File: config.mk
export PLATFORM = sky130hd
export DESIGN_NAME = tcp_segment_tx
export DESIGN_NICKNAME = d
export VERILOG_FILES = /design/src/rtl/tcp_segment_tx.sv
export SDC_FILE = /design/constraint.sdc
export NUM_CORES = 2
export LEC_CHECK = 0
export BUFFER_PORTS_ARGS = -buffer_cell sky130_fd_sc_hd__buf_2
export CAP_MARGIN = 20
export CELL_PAD_IN_SITES_DETAIL_PLACEMENT = 0
export CELL_PAD_IN_SITES_GLOBAL_PLACEMENT = 1
export CORE_UTILIZATION = 35
export CTS_CLUSTER_SIZE = 25
export DETAILED_ROUTE_END_ITERATION = 12
export HOLD_SLACK_MARGIN = 0.06
export PLACE_DENSITY_LB_ADDON = 0.3
export SLEW_MARGIN = 20
export SYNTH_ARGS = -nofsm -noshare
export SYNTH_HDL_FRONTEND = slang
export SYNTH_SLANG_ARGS = --single-unit
File: constraint.sdc
create_clock -name CLOCK -period 19.5 [get_ports CLOCK]
set_input_delay 1.95 -clock CLOCK [delete_from_list [all_inputs] [get_ports CLOCK]]
set_output_delay 1.95 -clock CLOCK [all_outputs]
set_load 0.01 [all_outputs]
File: src/rtl/tcp_segment_tx.sv
// tcp_segment_tx
// Builds one Ethernet II / IPv4 / TCP frame per request and streams it out
// one byte per clock with no gaps.  The payload is buffered first so the TCP
// checksum is complete before the header is emitted.
//
// Ports
//   CLOCK, RESET        clock, asynchronous active-high reset
//   start, len          request pulse (sampled in IDLE) and payload length
//   src_ip .. window    header fields, latched on an accepted start
//   inValid/inData      payload byte input, accepted when inValid & inReady
//   inReady             high while payload bytes are being collected
//   dataValid/data      output byte stream, continuous for a whole frame
//   newpkt/lastByte     first / final byte markers
//   busy                request in progress
//   error               one-cycle pulse after a start with len > max_payload
module tcp_segment_tx #(
    parameter logic [47:0] mac         = 48'hC471FEC856BF,
    parameter logic [47:0] dst_mac     = 48'h001122334455,
    parameter int          max_payload = 64,
    parameter logic [7:0]  ttl         = 8'd64
) (
    input  logic        CLOCK,
    input  logic        RESET,
    input  logic        start,
    input  logic [6:0]  len,
    input  logic [31:0] src_ip,
    input  logic [31:0] dst_ip,
    input  logic [15:0] src_port,
    input  logic [15:0] dst_port,
    input  logic [31:0] seq,
    input  logic [31:0] ack,
    input  logic [7:0]  flags,
    input  logic [15:0] window,
    input  logic        inValid,
    input  logic [7:0]  inData,
    output logic        inReady,
    output logic        dataValid,
    output logic [7:0]  data,
    output logic        newpkt,
    output logic        lastByte,
    output logic        busy,
    output logic        error
);
    localparam int         AW      = (max_payload > 1) ? $clog2(max_payload) : 1;
    localparam int         DEPTH   = 1 << AW;
    localparam logic [6:0] MAX_LEN = 7'(max_payload);

    typedef enum logic [2:0] {IDLE, LOAD, FOLD1, FOLD2, EMIT} state_t;

    state_t      state_r, state_s;
    logic [31:0] src_ip_r, dst_ip_r, seq_r, ack_r;
    logic [15:0] src_port_r, dst_port_r, window_r, id_r;
    logic [7:0]  flags_r, idx_r, data_r;
    logic [6:0]  len_r, k_r;
    logic [23:0] tcp_sum_r, ip_sum_r;
    logic        inready_r, dvalid_r, newpkt_r, last_r, busy_r, error_r;
    logic [7:0]  buffer_r [0:DEPTH-1];

    logic        start_ok_s, reject_s, accept_s, last_accept_s;
    logic [15:0] len16_s, tot_len_s;
    logic [23:0] hdr_sum_s, ip_hdr_sum_s, pay_word_s;
    logic [7:0]  raw_len_s, frame_len_s, byte_s;
    logic [5:0]  hdr_idx_s;
    logic [6:0]  pay_idx_s;
    logic [431:0] hdr_s;

    // End-around carry fold of a wide one's-complement accumulator.
    function automatic logic [23:0] fold(input logic [23:0] s);
        return {8'h00, s[15:0]} + {16'h0000, s[23:16]};
    endfunction

    assign len16_s   = {9'd0, len};
    assign tot_len_s = 16'd40 + {9'd0, len_r};

    // Pseudo-header plus TCP header (checksum and urgent fields are zero),
    // taken straight from the inputs so the accumulator is seeded at start.
    assign hdr_sum_s = 24'(src_ip[31:16]) + 24'(src_ip[15:0])
                     + 24'(dst_ip[31:16]) + 24'(dst_ip[15:0])
                     + 24'h000006 + 24'(16'd20 + len16_s)
                     + 24'(src_port) + 24'(dst_port)
                     + 24'(seq[31:16]) + 24'(seq[15:0])
                     + 24'(ack[31:16]) + 24'(ack[15:0])
                     + 24'({8'h50, flags}) + 24'(window);

    // IPv4 header words with the checksum field zero; id is the current counter.
    assign ip_hdr_sum_s = 24'h004500 + 24'(16'd40 + len16_s) + 24'(id_r)
                        + 24'h004000 + 24'({ttl, 8'h06})
                        + 24'(src_ip[31:16]) + 24'(src_ip[15:0])
                        + 24'(dst_ip[31:16]) + 24'(dst_ip[15:0]);

    // Even byte index lands in the high half of a word, odd in the low half.
    assign pay_word_s    = k_r[0] ? {16'h0000, inData} : {8'h00, inData, 8'h00};
    assign accept_s      = (state_r == LOAD) && inready_r && inValid;
    assign last_accept_s = accept_s && (k_r == (len_r - 7'd1));

    assign raw_len_s   = 8'd54 + {1'b0, len_r};
    assign frame_len_s = (raw_len_s < 8'd60) ? 8'd60 : raw_len_s;

    assign hdr_s = {dst_mac, mac, 16'h0800,
                    16'h4500, tot_len_s, id_r, 16'h4000, ttl, 8'h06,
                    ~ip_sum_r[15:0], src_ip_r, dst_ip_r,
                    src_port_r, dst_port_r, seq_r, ack_r, 8'h50, flags_r,
                    window_r, ~tcp_sum_r[15:0], 16'h0000};

    assign hdr_idx_s = 6'(8'd53 - idx_r);
    assign pay_idx_s = 7'(idx_r - 8'd54);

    // Select the frame byte at idx_r: header, buffered payload, or zero pad.
    always_comb begin
        byte_s = 8'h00;
        if (idx_r < 8'd54) begin
            byte_s = hdr_s[{hdr_idx_s, 3'b000} +: 8];
        end else if (pay_idx_s < len_r) begin
            byte_s = buffer_r[pay_idx_s[AW-1:0]];
        end else begin
            byte_s = 8'h00;
        end
    end

    // Next-state decode and start qualification.
    always_comb begin
        state_s    = state_r;
        start_ok_s = 1'b0;
        reject_s   = 1'b0;
        case (state_r)
            IDLE: begin
                if (start) begin
                    if (len > MAX_LEN) begin
                        reject_s = 1'b1;
                        state_s  = IDLE;
                    end else begin
                        start_ok_s = 1'b1;
                        state_s    = (len == 7'd0) ? FOLD1 : LOAD;
                    end
                end else begin
                    state_s = IDLE;
                end
            end
            LOAD:    state_s = last_accept_s ? FOLD1 : LOAD;
            FOLD1:   state_s = FOLD2;
            FOLD2:   state_s = EMIT;
            EMIT:    state_s = (idx_r == frame_len_s) ? IDLE : EMIT;
            default: state_s = IDLE;
        endcase
    end

    // State register.
    always_ff @(posedge CLOCK or posedge RESET) begin
        if (RESET) begin
            state_r <= IDLE;
        end else begin
            state_r <= state_s;
        end
    end

    // Payload buffer; contents are don't-care until rewritten, so no reset.
    always_ff @(posedge CLOCK) begin
        if (accept_s) begin
            buffer_r[k_r[AW-1:0]] <= inData;
        end
    end

    // Field latches, checksum accumulators, id counter and registered outputs.
    always_ff @(posedge CLOCK or posedge RESET) begin
        if (RESET) begin
            src_ip_r   <= 32'd0;
            dst_ip_r   <= 32'd0;
            seq_r      <= 32'd0;
            ack_r      <= 32'd0;
            src_port_r <= 16'd0;
            dst_port_r <= 16'd0;
            window_r   <= 16'd0;
            flags_r    <= 8'd0;
            len_r      <= 7'd0;
            k_r        <= 7'd0;
            idx_r      <= 8'd0;
            id_r       <= 16'd0;
            tcp_sum_r  <= 24'd0;
            ip_sum_r   <= 24'd0;
            inready_r  <= 1'b0;
            dvalid_r   <= 1'b0;
            data_r     <= 8'd0;
            newpkt_r   <= 1'b0;
            last_r     <= 1'b0;
            busy_r     <= 1'b0;
            error_r    <= 1'b0;
        end else begin
            error_r <= reject_s;
            case (state_r)
                IDLE: begin
                    if (start_ok_s) begin
                        src_ip_r   <= src_ip;
                        dst_ip_r   <= dst_ip;
                        seq_r      <= seq;
                        ack_r      <= ack;
                        src_port_r <= src_port;
                        dst_port_r <= dst_port;
                        window_r   <= window;
                        flags_r    <= flags;
                        len_r      <= len;
                        k_r        <= 7'd0;
                        idx_r      <= 8'd0;
                        tcp_sum_r  <= hdr_sum_s;
                        ip_sum_r   <= ip_hdr_sum_s;
                        busy_r     <= 1'b1;
                        inready_r  <= (len != 7'd0);
                    end
                end
                LOAD: begin
                    if (accept_s) begin
                        tcp_sum_r <= tcp_sum_r + pay_word_s;
                        k_r       <= k_r + 7'd1;
                        if (last_accept_s) begin
                            inready_r <= 1'b0;
                        end
                    end
                end
                FOLD1: begin
                    tcp_sum_r <= fold(tcp_sum_r);
                    ip_sum_r  <= fold(ip_sum_r);
                end
                FOLD2: begin
                    // Second fold completes both checksums; byte 0 is MAC
                    // and needs neither, so it can be loaded on this edge.
                    tcp_sum_r <= fold(tcp_sum_r);
                    ip_sum_r  <= fold(ip_sum_r);
                    dvalid_r  <= 1'b1;
                    data_r    <= byte_s;
                    newpkt_r  <= 1'b1;
                    last_r    <= 1'b0;
                    idx_r     <= 8'd1;
                end
                EMIT: begin
                    if (idx_r == frame_len_s) begin
                        dvalid_r <= 1'b0;
                        data_r   <= 8'd0;
                        newpkt_r <= 1'b0;
                        last_r   <= 1'b0;
                        busy_r   <= 1'b0;
                        id_r     <= id_r + 16'd1;
                    end else begin
                        dvalid_r <= 1'b1;
                        data_r   <= byte_s;
                        newpkt_r <= 1'b0;
                        last_r   <= (idx_r == (frame_len_s - 8'd1));
                        idx_r    <= idx_r + 8'd1;
                    end
                end
                default: begin
                    busy_r <= 1'b0;
                end
            endcase
        end
    end

    assign inReady   = inready_r;
    assign dataValid = dvalid_r;
    assign data      = data_r;
    assign newpkt    = newpkt_r;
    assign lastByte  = last_r;
    assign busy      = busy_r;
    assign error     = error_r;

endmodule

==> results.sh <==
export IMPL_worstHoldStart="ack_r[28]"
export IMPL_synth_ff_type="edfxtp_1"
export IMPL_ctsHoldBuffers=0
export IMPL_port_buffers=216
export IMPL_ff2ff_setup_slack_ps=14450
export IMPL_yosysUniqueCellTypes=87
export IMPL_synth_seq_cells=794
export IMPL_dieArea_um2=125000
export IMPL_status="complete, no violations"
export IMPL_worst_setup_path_end_kind="register"
export IMPL_wl_per_cell_um=26.0
export IMPL_antenna_found_initial=4
export IMPL_h_tree_depth=3
export IMPL_setup_viol=0
export IMPL_rsz0062_at_grt="false"
export IMPL_tightest_slew_ps=1150
export IMPL_drtIter0Drc=2810
export IMPL_viasPerCell=5.35
export IMPL_design_area_um2=49200
export IMPL_r2r_start="idx_r[0]"
export IMPL_r2r_end="data[3]"
export IMPL_synthArstFlopShare_pct=35.5
export IMPL_drc=0
export IMPL_synthCells=3365
export IMPL_die_y_um=354
export IMPL_min_period_ps=7440
export IMPL_cts_resized_gates=0
export IMPL_nNetsFinal=4104
export IMPL_fillers=11540
export IMPL_clockBufferDepth=3
export IMPL_clk_pin_slew_ps=60
export IMPL_gp_congestion=0.903
export IMPL_highest_layer="met4"
export IMPL_leakagePower_uw=0.0197
export IMPL_cts_made_buffers=89
export IMPL_relSlewSlack_pct=23.1
export IMPL_grt_pass1_wl_mm=200
export IMPL_dr_pass1_iters=6
export IMPL_hpwl_mm=100
export IMPL_met1Wirelength_mm=61.7
export IMPL_postCtsSetupBuffers=0
export IMPL_initial_core_util_pct=35.4
export IMPL_hold_viol=0
export IMPL_synth_edf_count=512
export IMPL_clock_latency_ps=700
export IMPL_ant_nets=0
export IMPL_powerDensity_nw_per_um2=124
export IMPL_synth_area_um2=43300
export IMPL_final_period_utilization_pct=38.2
export IMPL_worstPathArrival_ps=8010
export IMPL_r2r_cells=10
export IMPL_syn_num_nets=3922
export IMPL_place_area_um2=46100
export IMPL_worstHoldPathType="reg -> reg"
export IMPL_num_vias=28089
export IMPL_path_class="in -> reg"
export IMPL_grt_pass1_vias=28453
export IMPL_cp_required_ps=20070
export IMPL_cp_start_kind="primary input"
export IMPL_drive_above_1_share_pct=18.0
export IMPL_grt_use_total_pct=21.9
export IMPL_wl_met3_mm=10.2
export IMPL_tns_ps=0
export IMPL_syn_to_final_growth_pct=13.7
export IMPL_io_pins=217
export IMPL_chipWidth_um=354
export IMPL_seq_area_frac_synth_pct=51.8
export IMPL_cts_tree="yes"
export IMPL_wl_met2_mm=60.6
export IMPL_fmax_mhz=134
export IMPL_cp_max_fo=3
export IMPL_drt_wl_total_mm=136
export IMPL_min_to="ack_r[28]"
export IMPL_holdPathStages=2
export IMPL_ir_drop_uv=181
export IMPL_cap_violations=0
export IMPL_finClkSkew_ps=59.1
export IMPL_avgSynthCellArea_um2=12.9
export IMPL_cts_root_buf="clkbuf_16"
export IMPL_rows=128
export IMPL_slew_viol_final=0
export IMPL_ys_warn_count=0
export IMPL_design_core_area_um2=122000
export IMPL_grt_overflow_total=0
export IMPL_grt_max_degree=176
export IMPL_cts_sinks=794
-- synth_stat cells (63+ instances only) --
| cell type | n | share of area [%] |
|---|---|---|
| edfxtp_1 | 512 | 36 |
| xnor2_1 | 63 | 1.3 |
| nor2_1 | 177 | 1.5 |
| dfrtp_1 | 282 | 16 |
| o21ai_1 | 88 | 1.0 |
| mux4_2 | 205 | 11 |
| inv_1 | 274 | 2.4 |
| buf_2 | 66 | 0.76 |
| o21ai_0 | 95 | 1.1 |
| fa_1 | 203 | 9.4 |
| ha_1 | 151 | 4.4 |
| clkbuf_1 | 78 | 0.68 |
| nand2_1 | 516 | 4.5 |
| a21oi_1 | 91 | 1.1 |
-- layer usage --
| layer | vias to the layer above | GRT usage [%] |
|---|---|---|
| met1 | 14460 | 31.9 |
| li1 | 12520 | - |
| met2 | 929 | 32.6 |
| met4 | 0 | 6.66 |
| met5 | - | 0 |
| met3 | 180 | 4.72 |
-- state kept, by name, indices dropped and copies added (netlist names) --
signal / flops
ip_sum_r: 19
dataValid: 1
k_r: 7
error: 1
tcp_sum_r: 24
src_port_r: 16
lastByte: 1
busy: 1
idx_r: 8
len_r: 7
buffer_r: 512
id_r: 16
dst_port_r: 16
src_ip_r: 32
inReady: 1
state_r: 3
data: 8
dst_ip_r: 32
flags_r: 8
window_r: 16
newpkt: 1
ack_r: 32
seq_r: 32
-- logic make-up after synthesis --
family	after synthesis	synth area share, %
muxes	240	11.5
adders and majority gates	354	13.8
AOI/OAI and AO/OA	511	7.58
DFF	794	51.8
buffers and inverters	446	4.18
and+or+nand+nor	927	9.29
xor gates and xnor gates	93	1.88
-- worst max-delay path, stage by stage --
cell and delay [ps]:
buf_2 120, fa_1 540, inv_1 100, fa_1 850, fa_1 520, fa_1 360, inv_1 90, fa_1 430
ha_1 290, ha_1 230, fa_1 500, a211oi_1 330, o21bai_1 160, a221oi_1 420, a21oi_1 200, a31o_1 290
a21oi_1 240, nor3_1 80, or3_1 310
-- power by group --
group	internal (µW)	leakage, µW	switching [µW]
Combinational	1030	0.00972	1510
Sequential	1800	0.00845	0
Clock	1030	0.00150	744
-- stage by stage --
stage	setup slack, ps	hold WS (ps)	instances	power (µW)	util, %
floorplan	9770	440	3365	3550	-
global placement	11560	453	5081	4370	37.7
detailed placement	11440	457	5081	4360	37.7
CTS	12160	472	5248	6140	40.3
global route	11890	484	5249	6460	40.3
finish	12060	471	5253	6110	40.3
-- cell type report --
cell class / count / area [µm²] / area share, %
antenna: 5 / 12.5 / 0.0254
sequential: 794 / 22400 / 45.6
timing repair buffer: 259 / 1440 / 2.93
clock inverter: 48 / 634 / 1.29
multi-input combinational: 2125 / 19100 / 38.9
inverter: 278 / 1050 / 2.14
clock buffer: 119 / 2480 / 5.04
tap: 1625 / 2030 / 4.13
-- cells in the final DEF (no fill, tap or decap), types with 10 or more instances in the layout --
cell       Yosys  routed
clkbuf_1      78      16
o22ai_1       18      18
nand2b_1      10      10
nor3_1        38      35
clkinv_2       0      16
clkbuf_8       0      14
nor2b_1       25      24
dfrtp_1      282     280
ha_1         151     150
nand2_1      516     515
nand4_1       20      20
edfxtp_1     512     512
mux4_2       205     205
and3_1        19      19
xor2_1        30      29
and2_1        25      25
a21o_1        23      23
o21ai_0       95      95
xnor2_1       63      62
a221oi_1      17      17
nand3_1       51      51
o211ai_1      15      15
clkbuf_16      0      89
a31oi_1       17      17
fa_1         203     203
a21oi_1       91      91
nor2_1       177     176
mux2i_1       24      24
mux2_2        10      10
buf_4          6      40
o21ai_1       88      88
inv_1        274     273
or3_1         11      11
buf_2         66     216
a211oi_1      36      36
-- how the worst max path moves through the flow --
stage	slack, ps	end	cells past startpoint	start
floorplan	9770	ack_r[0]	1	RESET
global placement	11560	tcp_sum_r[18]	18	src_ip[19]
detailed placement	11440	tcp_sum_r[18]	18	src_ip[19]
CTS	12160	tcp_sum_r[18]	19	src_ip[17]
global route	11890	tcp_sum_r[18]	19	src_ip[17]
finish	12060	tcp_sum_r[18]	19	src_ip[17]
Power figures use the tool's default switching activity.
